--- src/rtl/branch_cond_unit_pkg.sv ---
// Shared definitions for the branch condition unit and the Low/Negative/Zero flag register.
// Holds condition-code constants, FSM state encoding and the flag bundle type.
package branch_cond_unit_pkg;

  localparam logic [3:0] COND_EQ = 4'b0000;
  localparam logic [3:0] COND_NE = 4'b0001;
  localparam logic [3:0] COND_CS = 4'b0010;
  localparam logic [3:0] COND_CC = 4'b0011;
  localparam logic [3:0] COND_HI = 4'b0100;
  localparam logic [3:0] COND_LS = 4'b0101;
  localparam logic [3:0] COND_GT = 4'b0110;
  localparam logic [3:0] COND_LE = 4'b0111;
  localparam logic [3:0] COND_VS = 4'b1000;
  localparam logic [3:0] COND_VC = 4'b1001;
  localparam logic [3:0] COND_LO = 4'b1010;
  localparam logic [3:0] COND_HS = 4'b1011;
  localparam logic [3:0] COND_LT = 4'b1100;
  localparam logic [3:0] COND_GE = 4'b1101;
  localparam logic [3:0] COND_UC = 4'b1110;
  localparam logic [3:0] COND_NV = 4'b1111;

  localparam logic [1:0] ST_IDLE       = 2'b00;
  localparam logic [1:0] ST_WAIT_FLAGS = 2'b01;
  localparam logic [1:0] ST_RESP       = 2'b10;

  typedef struct packed {
    logic low;
    logic negative;
    logic zero;
  } flags_t;

endpackage

--- src/rtl/branch_cond_unit_cond_eval.sv ---
// Combinational condition evaluator: maps a condition code and flag bundle to taken/illegal.
// Carry/overflow codes are not backed by this flag set and are reported as illegal.
module cond_eval
  import branch_cond_unit_pkg::*;
(
  input  logic [3:0] cond,
  input  flags_t     flags,
  output logic       taken,
  output logic       illegal
);

  // Decode the condition against the current flag bundle
  always_comb begin
    taken   = 1'b0;
    illegal = 1'b0;
    case (cond)
      COND_EQ: taken = flags.zero;
      COND_NE: taken = ~flags.zero;
      COND_HI: taken = flags.low;
      COND_LS: taken = ~flags.low;
      COND_GT: taken = flags.negative;
      COND_LE: taken = ~flags.negative;
      COND_LO: taken = ~flags.low & ~flags.zero;
      COND_HS: taken = flags.low | flags.zero;
      COND_LT: taken = ~flags.negative & ~flags.zero;
      COND_GE: taken = flags.negative | flags.zero;
      COND_UC: taken = 1'b1;
      COND_NV: taken = 1'b0;
      COND_CS, COND_CC, COND_VS, COND_VC: begin
        taken   = 1'b0;
        illegal = 1'b1;
      end
      default: begin
        taken   = 1'b0;
        illegal = 1'b0;
      end
    endcase
  end

endmodule

--- src/rtl/branch_cond_unit.sv ---
// Branch condition unit: holds one branch request across in-flight flag updates,
// resolves it against the Low/Negative/Zero flags and returns taken/target via valid/ready.
module branch_cond_unit
  import branch_cond_unit_pkg::*;
#(
  parameter int ADDR_W = 16,
  parameter int DISP_W = 8
) (
  input  logic              clk,
  input  logic              reset,
  input  logic              Low,
  input  logic              Negative,
  input  logic              Zero,
  input  logic              flag_enable,
  input  logic              req_valid,
  output logic              req_ready,
  input  logic [3:0]        req_cond,
  input  logic [ADDR_W-1:0] req_pc,
  input  logic [DISP_W-1:0] req_disp,
  output logic              resp_valid,
  input  logic              resp_ready,
  output logic              resp_taken,
  output logic [ADDR_W-1:0] resp_target,
  output logic              resp_illegal
);

  logic [1:0]        state_r;
  logic [3:0]        cond_r;
  logic [ADDR_W-1:0] pc_r;
  logic [DISP_W-1:0] disp_r;
  logic              req_ready_r;
  logic              resp_valid_r;
  logic              resp_taken_r;
  logic              resp_illegal_r;
  logic [ADDR_W-1:0] resp_target_r;

  flags_t            flags_s;
  logic [3:0]        eval_cond_s;
  logic [ADDR_W-1:0] eval_pc_s;
  logic [DISP_W-1:0] eval_disp_s;
  logic              taken_s;
  logic              illegal_s;
  logic [ADDR_W-1:0] target_s;

  assign flags_s = '{low: Low, negative: Negative, zero: Zero};

  // In IDLE the request is evaluated straight from the ports; later from the captured copy
  always_comb begin
    if (state_r == ST_IDLE) begin
      eval_cond_s = req_cond;
      eval_pc_s   = req_pc;
      eval_disp_s = req_disp;
    end else begin
      eval_cond_s = cond_r;
      eval_pc_s   = pc_r;
      eval_disp_s = disp_r;
    end
  end

  cond_eval u_cond_eval (
    .cond    (eval_cond_s),
    .flags   (flags_s),
    .taken   (taken_s),
    .illegal (illegal_s)
  );

  // Branch target, wrapping silently modulo 2^ADDR_W
  always_comb begin
    if (taken_s) begin
      target_s = eval_pc_s + {{(ADDR_W-DISP_W){eval_disp_s[DISP_W-1]}}, eval_disp_s};
    end else begin
      target_s = eval_pc_s + ADDR_W'(1);
    end
  end

  // Request/response FSM with registered outputs
  always_ff @(posedge clk or negedge reset) begin
    if (!reset) begin
      state_r        <= ST_IDLE;
      cond_r         <= 4'b0000;
      pc_r           <= '0;
      disp_r         <= '0;
      req_ready_r    <= 1'b1;
      resp_valid_r   <= 1'b0;
      resp_taken_r   <= 1'b0;
      resp_illegal_r <= 1'b0;
      resp_target_r  <= '0;
    end else begin
      case (state_r)
        ST_IDLE: begin
          if (req_valid) begin
            cond_r      <= req_cond;
            pc_r        <= req_pc;
            disp_r      <= req_disp;
            req_ready_r <= 1'b0;
            if (flag_enable) begin
              state_r <= ST_WAIT_FLAGS;
            end else begin
              state_r        <= ST_RESP;
              resp_valid_r   <= 1'b1;
              resp_taken_r   <= taken_s;
              resp_illegal_r <= illegal_s;
              resp_target_r  <= target_s;
            end
          end
        end
        ST_WAIT_FLAGS: begin
          if (!flag_enable) begin
            state_r        <= ST_RESP;
            resp_valid_r   <= 1'b1;
            resp_taken_r   <= taken_s;
            resp_illegal_r <= illegal_s;
            resp_target_r  <= target_s;
          end
        end
        ST_RESP: begin
          if (resp_ready) begin
            state_r      <= ST_IDLE;
            resp_valid_r <= 1'b0;
            req_ready_r  <= 1'b1;
          end
        end
        default: begin
          state_r      <= ST_IDLE;
          resp_valid_r <= 1'b0;
          req_ready_r  <= 1'b1;
        end
      endcase
    end
  end

  assign req_ready    = req_ready_r;
  assign resp_valid   = resp_valid_r;
  assign resp_taken   = resp_taken_r;
  assign resp_illegal = resp_illegal_r;
  assign resp_target  = resp_target_r;

endmodule

--- config.mk ---
export PLATFORM = sky130hd
export DESIGN_NAME = branch_cond_unit
export DESIGN_NICKNAME = d
export VERILOG_FILES = /design/src/rtl/branch_cond_unit_pkg.sv /design/src/rtl/branch_cond_unit_cond_eval.sv /design/src/rtl/branch_cond_unit.sv
export SDC_FILE = /design/constraint.sdc
export NUM_CORES = 1
export LEC_CHECK = 0
export ABC_AREA = 1
export CAP_MARGIN = 20
export CELL_PAD_IN_SITES_DETAIL_PLACEMENT = 0
export CELL_PAD_IN_SITES_GLOBAL_PLACEMENT = 1
export CORE_ASPECT_RATIO = 0.6
export CORE_UTILIZATION = 39
export DETAILED_ROUTE_END_ITERATION = 12
export PLACE_DENSITY_LB_ADDON = 0.1
export SLEW_MARGIN = 30
export SYNTH_ARGS = -nofsm -noshare
export SYNTH_HDL_FRONTEND = slang
export SYNTH_SLANG_ARGS = --single-unit
export TNS_END_PERCENT = 5
--- constraint.sdc ---
create_clock -name clk -period 7.45 [get_ports clk]
set_input_delay 0.745 -clock clk [delete_from_list [all_inputs] [get_ports clk]]
set_output_delay 0.745 -clock clk [all_outputs]
set_load 0.03 [all_outputs]
# --- After elaboration in Yosys (flattened, before gate mapping) ---
# Index checks and enable logic that the tools add are counted.
word_totals:
  reg_bits: 50
op_classes:
  add_sub_neg: 2
  eq_ne: 20
  muxes: 27
  n_bitwise: 8
  reduce_logical: 10
ops:
  columns: ["cell", "n"]
  rows:
  - ["16-bit two-way mux", 4]
  - ["4-bit == test, second input constant", 8]
  - ["16-bit one-hot mux with 2 select lines", 1]
  - ["16-bit by 1-bit adder with 16-bit output, second input constant", 1]
  - ["16-bit adder", 1]
  - ["4-bit by 3-bit == test with 1-bit output, second input constant", 4]
  - ["1-bit one-hot mux with 12 select lines", 1]
  - ["1-bit two-way mux", 10]
  - ["4-bit by 2-bit == test with 1-bit output, second input constant", 2]
  - ["2-bit two-way mux", 4]
  - ["8-bit two-way mux", 1]
  - ["2-bit inequality test, second input constant", 3]
  - ["1-bit one-hot mux with 3 select lines", 2]
  - ["2-bit one-hot mux with 3 select lines", 1]
  - ["2-bit AND reduction", 3]
  - ["3-bit AND reduction", 2]
  - ["5-bit OR reduction", 1]
  - ["4-bit by 1-bit == test with 1-bit output, second input constant", 1]
  - ["4-bit logical NOT", 1]
  - ["4-bit two-way mux", 1]
  - ["1-bit NOT", 4]
  - ["1-bit one-hot mux with 2 select lines", 2]
  - ["4-bit OR reduction", 1]
  - ["1-bit bitwise AND", 2]
  - ["other kinds (5)", 6]

# --- Longest topological paths before layout ---
depth:
  depth_word: 9
  depth_mapped: 30
  depth_no_buf: 30

# --- By module ---
# A second synthesis with hierarchy kept.
unflattened:
  hier_cells: 483
  hier_area_um2: 3437.0
by_module_without_submodules:
  columns: ["module", "instances", "cells_per_inst", "area_per_inst_um2", "seq_area_each_um2"]
  rows:
  - ["branch_cond_unit", 1, 451, 3290.7, 1252.5]
  - ["cond_eval", 1, 32, 146.4, 0.0]

# --- Worst setup path after synthesis ---
# No wires, ideal clock.
synth_timing:
  path_kind: "input to register"
  startpoint: "in req_cond[0]"
  endpoint: "reg resp_target_r[12], in the netlist resp_target[12]"
  t_arrival_ns: 3.431
  t_required_ns: 7.333
  slack_ns: 3.902
  stages: 26
  path_buffers: 0
  cell_sequence: "inv_1 -> nand2_1 -> nand2_1 -> nor2_2 -> nand2_1 -> nand2_1 -> nand2_1 -> nand2_1 -> nand4_2 -> inv_1 -> a211oi_1 -> fa_1 -> a21oi_1 -> nor2_1 -> o21ai_0 -> nand2_1 -> a21oi_1 -> inv_1 -> a31oi_1 -> nor2_1 -> nand2_1 -> nand2_2 -> nand3_2 -> nand3_1 -> nand3_1 -> nand2_1"
synth_between:
  elab_chain_cells: 8
  elab_cells_between_ends: 23
synth_lines:
  columns: ["item", "line", "rtl"]
  rows:
  - ["start, declared", "branch_cond_unit.sv:17", "input logic [3:0] req_cond,"]
  - ["4-bit two-way mux (*)", "branch_cond_unit.sv:49", "if (state_r == ST_IDLE) begin"]
  - ["4-bit == test or 4-bit by 2-bit == test with 1-bit output (tied branches)", "branch_cond_unit_cond_eval.sv:16", "case (cond)"]
  - ["5-bit OR reduction (no source line)", null, null]
  - ["1-bit one-hot mux with 12 select lines (*)", "branch_cond_unit_cond_eval.sv:16", null]
  - ["16-bit two-way mux (*)", "branch_cond_unit.sv:69", "if (taken_s) begin"]
  - ["16-bit two-way mux (*)", "branch_cond_unit.sv:96, branch_cond_unit.sv:108", null]
  - ["16-bit two-way mux", "branch_cond_unit.sv:91", "if (req_valid) begin"]
  - ["16-bit one-hot mux with 2 select lines (*)", "branch_cond_unit.sv:89", "case (state_r)"]
  - ["end signal, assigned", "branch_cond_unit.sv:103", "resp_target_r <= target_s;"]
  - ["end signal, assigned", "branch_cond_unit.sv:113", "resp_target_r <= target_s;"]
  - ["end, declared", "branch_cond_unit.sv:35", "logic [ADDR_W-1:0] resp_target_r;"]
# Mark *: on every way between the ends. The rest lies on a longest branch, timed or not. The select of a mux whose other input is x is not followed.
# A chain may end at the register's enable or synchronous reset.

# --- Worst setup path after layout ---
layout_timing:
  startpoint: "reg state_r[1]"
  endpoint: "reg resp_target_r[12], in the netlist resp_target[12]"
layout_between:
  elab_chain_cells: 9
  elab_cells_between_ends: 32
layout_lines:
  columns: ["item", "line", "rtl"]
  rows:
  - ["start, declared", "branch_cond_unit.sv:27", "logic [1:0] state_r;"]
  - ["start signal, assigned", "branch_cond_unit.sv:79", "state_r <= ST_IDLE;"]
  - ["start signal, assigned", "branch_cond_unit.sv:97", "state_r <= ST_WAIT_FLAGS;"]
  - ["start signal, assigned", "branch_cond_unit.sv:99", "state_r <= ST_RESP;"]
  - ["branches (longest 9 deep; another with 16-bit by 1-bit adder with 16-bit output)", null, null]
# Several ways; the timed one is not identified. The select of a mux whose other input is x is not followed.

==> flow_summary.toml <==
[synth]
synth_top_cells_by_area = "dfrtp_1 39%, nand2_1 16%, o21ai_0 9.1%"
synth_nets = 481
ys_warn_count = 0
async_flop_share_pct = 100
synth_top_area_share_pct = 39.1
syn_inst = 433
synth-seq-cells = 50
yosysMostFrequentCell = "nand2_1"
synth.distinct_cells = 38
synth_flop_cell = "dfrtp_1"
synth_area_um2 = 3140
synth_edf_count = 0
synth-seq-area-share_pct = 39.9
synth_common_cells = "135 x nand2_1, 57 x inv_1, 57 x o21ai_0"
syn_area_per_cell_um2 = 7.25
netlist.top_cell.by_area = "dfrtp_1"

[global_routing]
overflow = 0
grt_pass1_wl_mm = 13.4
grt_pass1_vias = 2751
grt_max_degree = 51
antenna_found_initial = 0
grt_use_total_pct = 20.4

[clock_tree]
htreeDepth = 2
cts_sinks = 50
cts_tree = "built"
post_cts_buffers = 0
cts_resized = 0
clockBufferDepth = 2
ctsHoldBuffers = 0
clk_latency_ns = 0.30
ctsRootBufferMaster = "clkbuf_16"
clk_pin_slew_ns = 0.07
cts_buffers = 5

[timing]
fin_ws_ns = 3.06
slew_headroom_pct = 46.1
slew_violations = 0
tightest_slew_ns = 0.803
hold_viol_final = 0
fin_crit_sh_pct = 58.9
timing.fmax_ghz = 0.228
setup_viol = 0
finalCriticalPeriod_ns = 4.39
finalSetupTns_ns = 0
rsz0062_at_grt = "no"
skew_ns = 0.00410
hold_ws_ns = 0.474

[worst_setup_path]
setup.worst_path.start_class = "flop"
end_kind = "flop"
worstPathArrival_ns = 4.57
cp_max_fo = 35
worst-setup-path-type = "flop to flop"
required_ns = 7.63
rr_worst_depth = 27
r2r-end = "resp_target[12]"
rr_startpoint = "state_r[1]"
crit_end = "resp_target[12]"
reg2reg_slack_ns = 3.06
crit_start = "state_r[1]"

[final_layout]
fillers = 759
antenna_cells = 0
fin_cells = 590
drive_gt1_share_pct = 7.61
syn_to_final_growth_pct = 25.5
finalNetCount = 533

[floorplanning]
die-height_um = 71.5
dieArea_um2 = 8420
fp-row-count = 24
core_area_um2 = 7510
start_util_pct = 41.8
io_pins = 56
fp.dieW_um = 118

[route]
first_pass_iters = 4
drt-total-wl_mm = 7.83
drtAntennaViolNets = 0
route.vias.total = 2858
drtIter0Drc = 132
wl_per_cell_um = 13.3
via_per_inst = 4.84
drc_errors = 0

[worst_hold_path]
holdPathStages = 2
hold_path_class = "flop to flop"

[placed_design]
gp_congestion = 0.832
pre_cts_ws_ns = 2.89
dp_cells = 582
io_buffers = 55
hpwl_mm = 5.68

[power]
ir_worst_vdd_uv = 185
p_leak_nw = 1.98
finalPower_w = 0.00178
power_density_nw_per_um2 = 453

[run]
maxCapViolations = 0

[run_status]
outcome = "completed"
==> layer usage <==
layer / part of all wire [%] / up-vias / track usage, %
li1: - / 1487 / -
met1: 52 / 1296 / 28.5
met2: 42 / 64 / 31.6
met3: 4.6 / 11 / 4.46
met4: 1.5 / 0 / 6.70
met5: 0 / - / 0
==> cell type report <==
type | instances | area, µm² | share of cell area (%)
Clock buffer | 6 | 139 | 3.53
Clock inverter | 2 | 17.5 | 0.445
Inverter | 59 | 221 | 5.62
Multi-Input combinational cell | 311 | 1610 | 40.9
Sequential cell | 50 | 1250 | 31.8
Tap cell | 104 | 130 | 3.30
Timing Repair Buffer | 58 | 568 | 14.4
==> cell usage in the layout (no fill, tap or decap), types with 2 or more instances in the layout <==
master / netlist / final
a211oi_1: 6 / 6
a21oi_1: 9 / 9
a31oi_1: 2 / 2
buf_4: 0 / 3
clkbuf_16: 0 / 5
clkdlybuf4s50_1: 0 / 54
clkinv_4: 0 / 2
dfrtp_1: 49 / 49
ha_1: 11 / 11
inv_1: 57 / 56
inv_2: 1 / 2
nand2_1: 135 / 135
nand2_2: 10 / 10
nand3_1: 18 / 18
nand3_2: 2 / 2
nor2_1: 21 / 21
nor3_1: 8 / 8
nor3_2: 2 / 2
o211ai_1: 2 / 2
o21ai_0: 57 / 57
o21ai_1: 4 / 4
or2_2: 2 / 2
xnor2_1: 3 / 3
xor2_1: 6 / 6
==> power by group <==
| part | switching (W) | internal, W |
|---|---|---|
| Sequential | 0.0000658 | 0.000402 |
| Clock | 0.000111 | 0.000135 |
| Combinational | 0.000681 | 0.000389 |
| Total | 0.000858 | 0.000926 |
==> cell families after synthesis <==
| kind of cell | count (synthesis) | synth area share (%) |
|---|---|---|
| buffers and inverters | 72 | 8.77 |
| and+or+nand+nor | 204 | 28.4 |
| DFF | 50 | 39.9 |
| adders and majority gates | 12 | 5.02 |
| xor gates and xnor gates | 10 | 3.03 |
| muxes | 1 | 0.319 |
| AOI/OAI and AO/OA | 84 | 14.5 |
==> state kept, by name (all words and copies together), names as in the netlist <==
signal        cells
req_ready         1
cond_r            4
state_r           2
resp_target      16
disp_r            8
resp_taken        1
pc_r             16
resp_illegal      1
resp_valid        1
==> worst min path at each step <==
stage | startpoint | to | slack [ns]
5_1_grt | pc_r[15] | pc_r[15] | 0.50
2_1_floorplan | pc_r[8] | pc_r[8] | 0.44
3_5_place_dp | pc_r[8] | pc_r[8] | 0.45
6_report | pc_r[8] | pc_r[8] | 0.47
4_1_cts | pc_r[8] | pc_r[8] | 0.47
3_3_place_gp | pc_r[8] | pc_r[8] | 0.45
==> metrics by stage <==
stage               area [µm²]  util (%)
CTS                       3940      52.5
floorplan                 3140         -
global placement          3780      50.4
finish                    3940      52.5
detailed placement        3780      50.4
global route              3940      52.5
==> worst max-delay path: stages (launching register included) <==
cell,delay (ns)
dfrtp_1,0.44
inv_2,0.12
nand2_2,0.38
nand2_1,0.18
nand2_1,0.14
nor2_2,0.17
nand2_1,0.07
nand2_1,0.06
nand2_1,0.06
nand2_1,0.10
nand4_2,0.17
inv_1,0.22
a211oi_1,0.12
fa_1,0.48
a21oi_1,0.17
nor2_1,0.07
o21ai_0,0.20
nand2_1,0.08
a21oi_1,0.20
inv_1,0.08
a31oi_1,0.22
nor2_1,0.08
nand2_1,0.08
nand2_2,0.07
nand3_2,0.08
nand3_1,0.07
nand3_1,0.10
nand2_1,0.06
(Power assumes the default switching activity.)
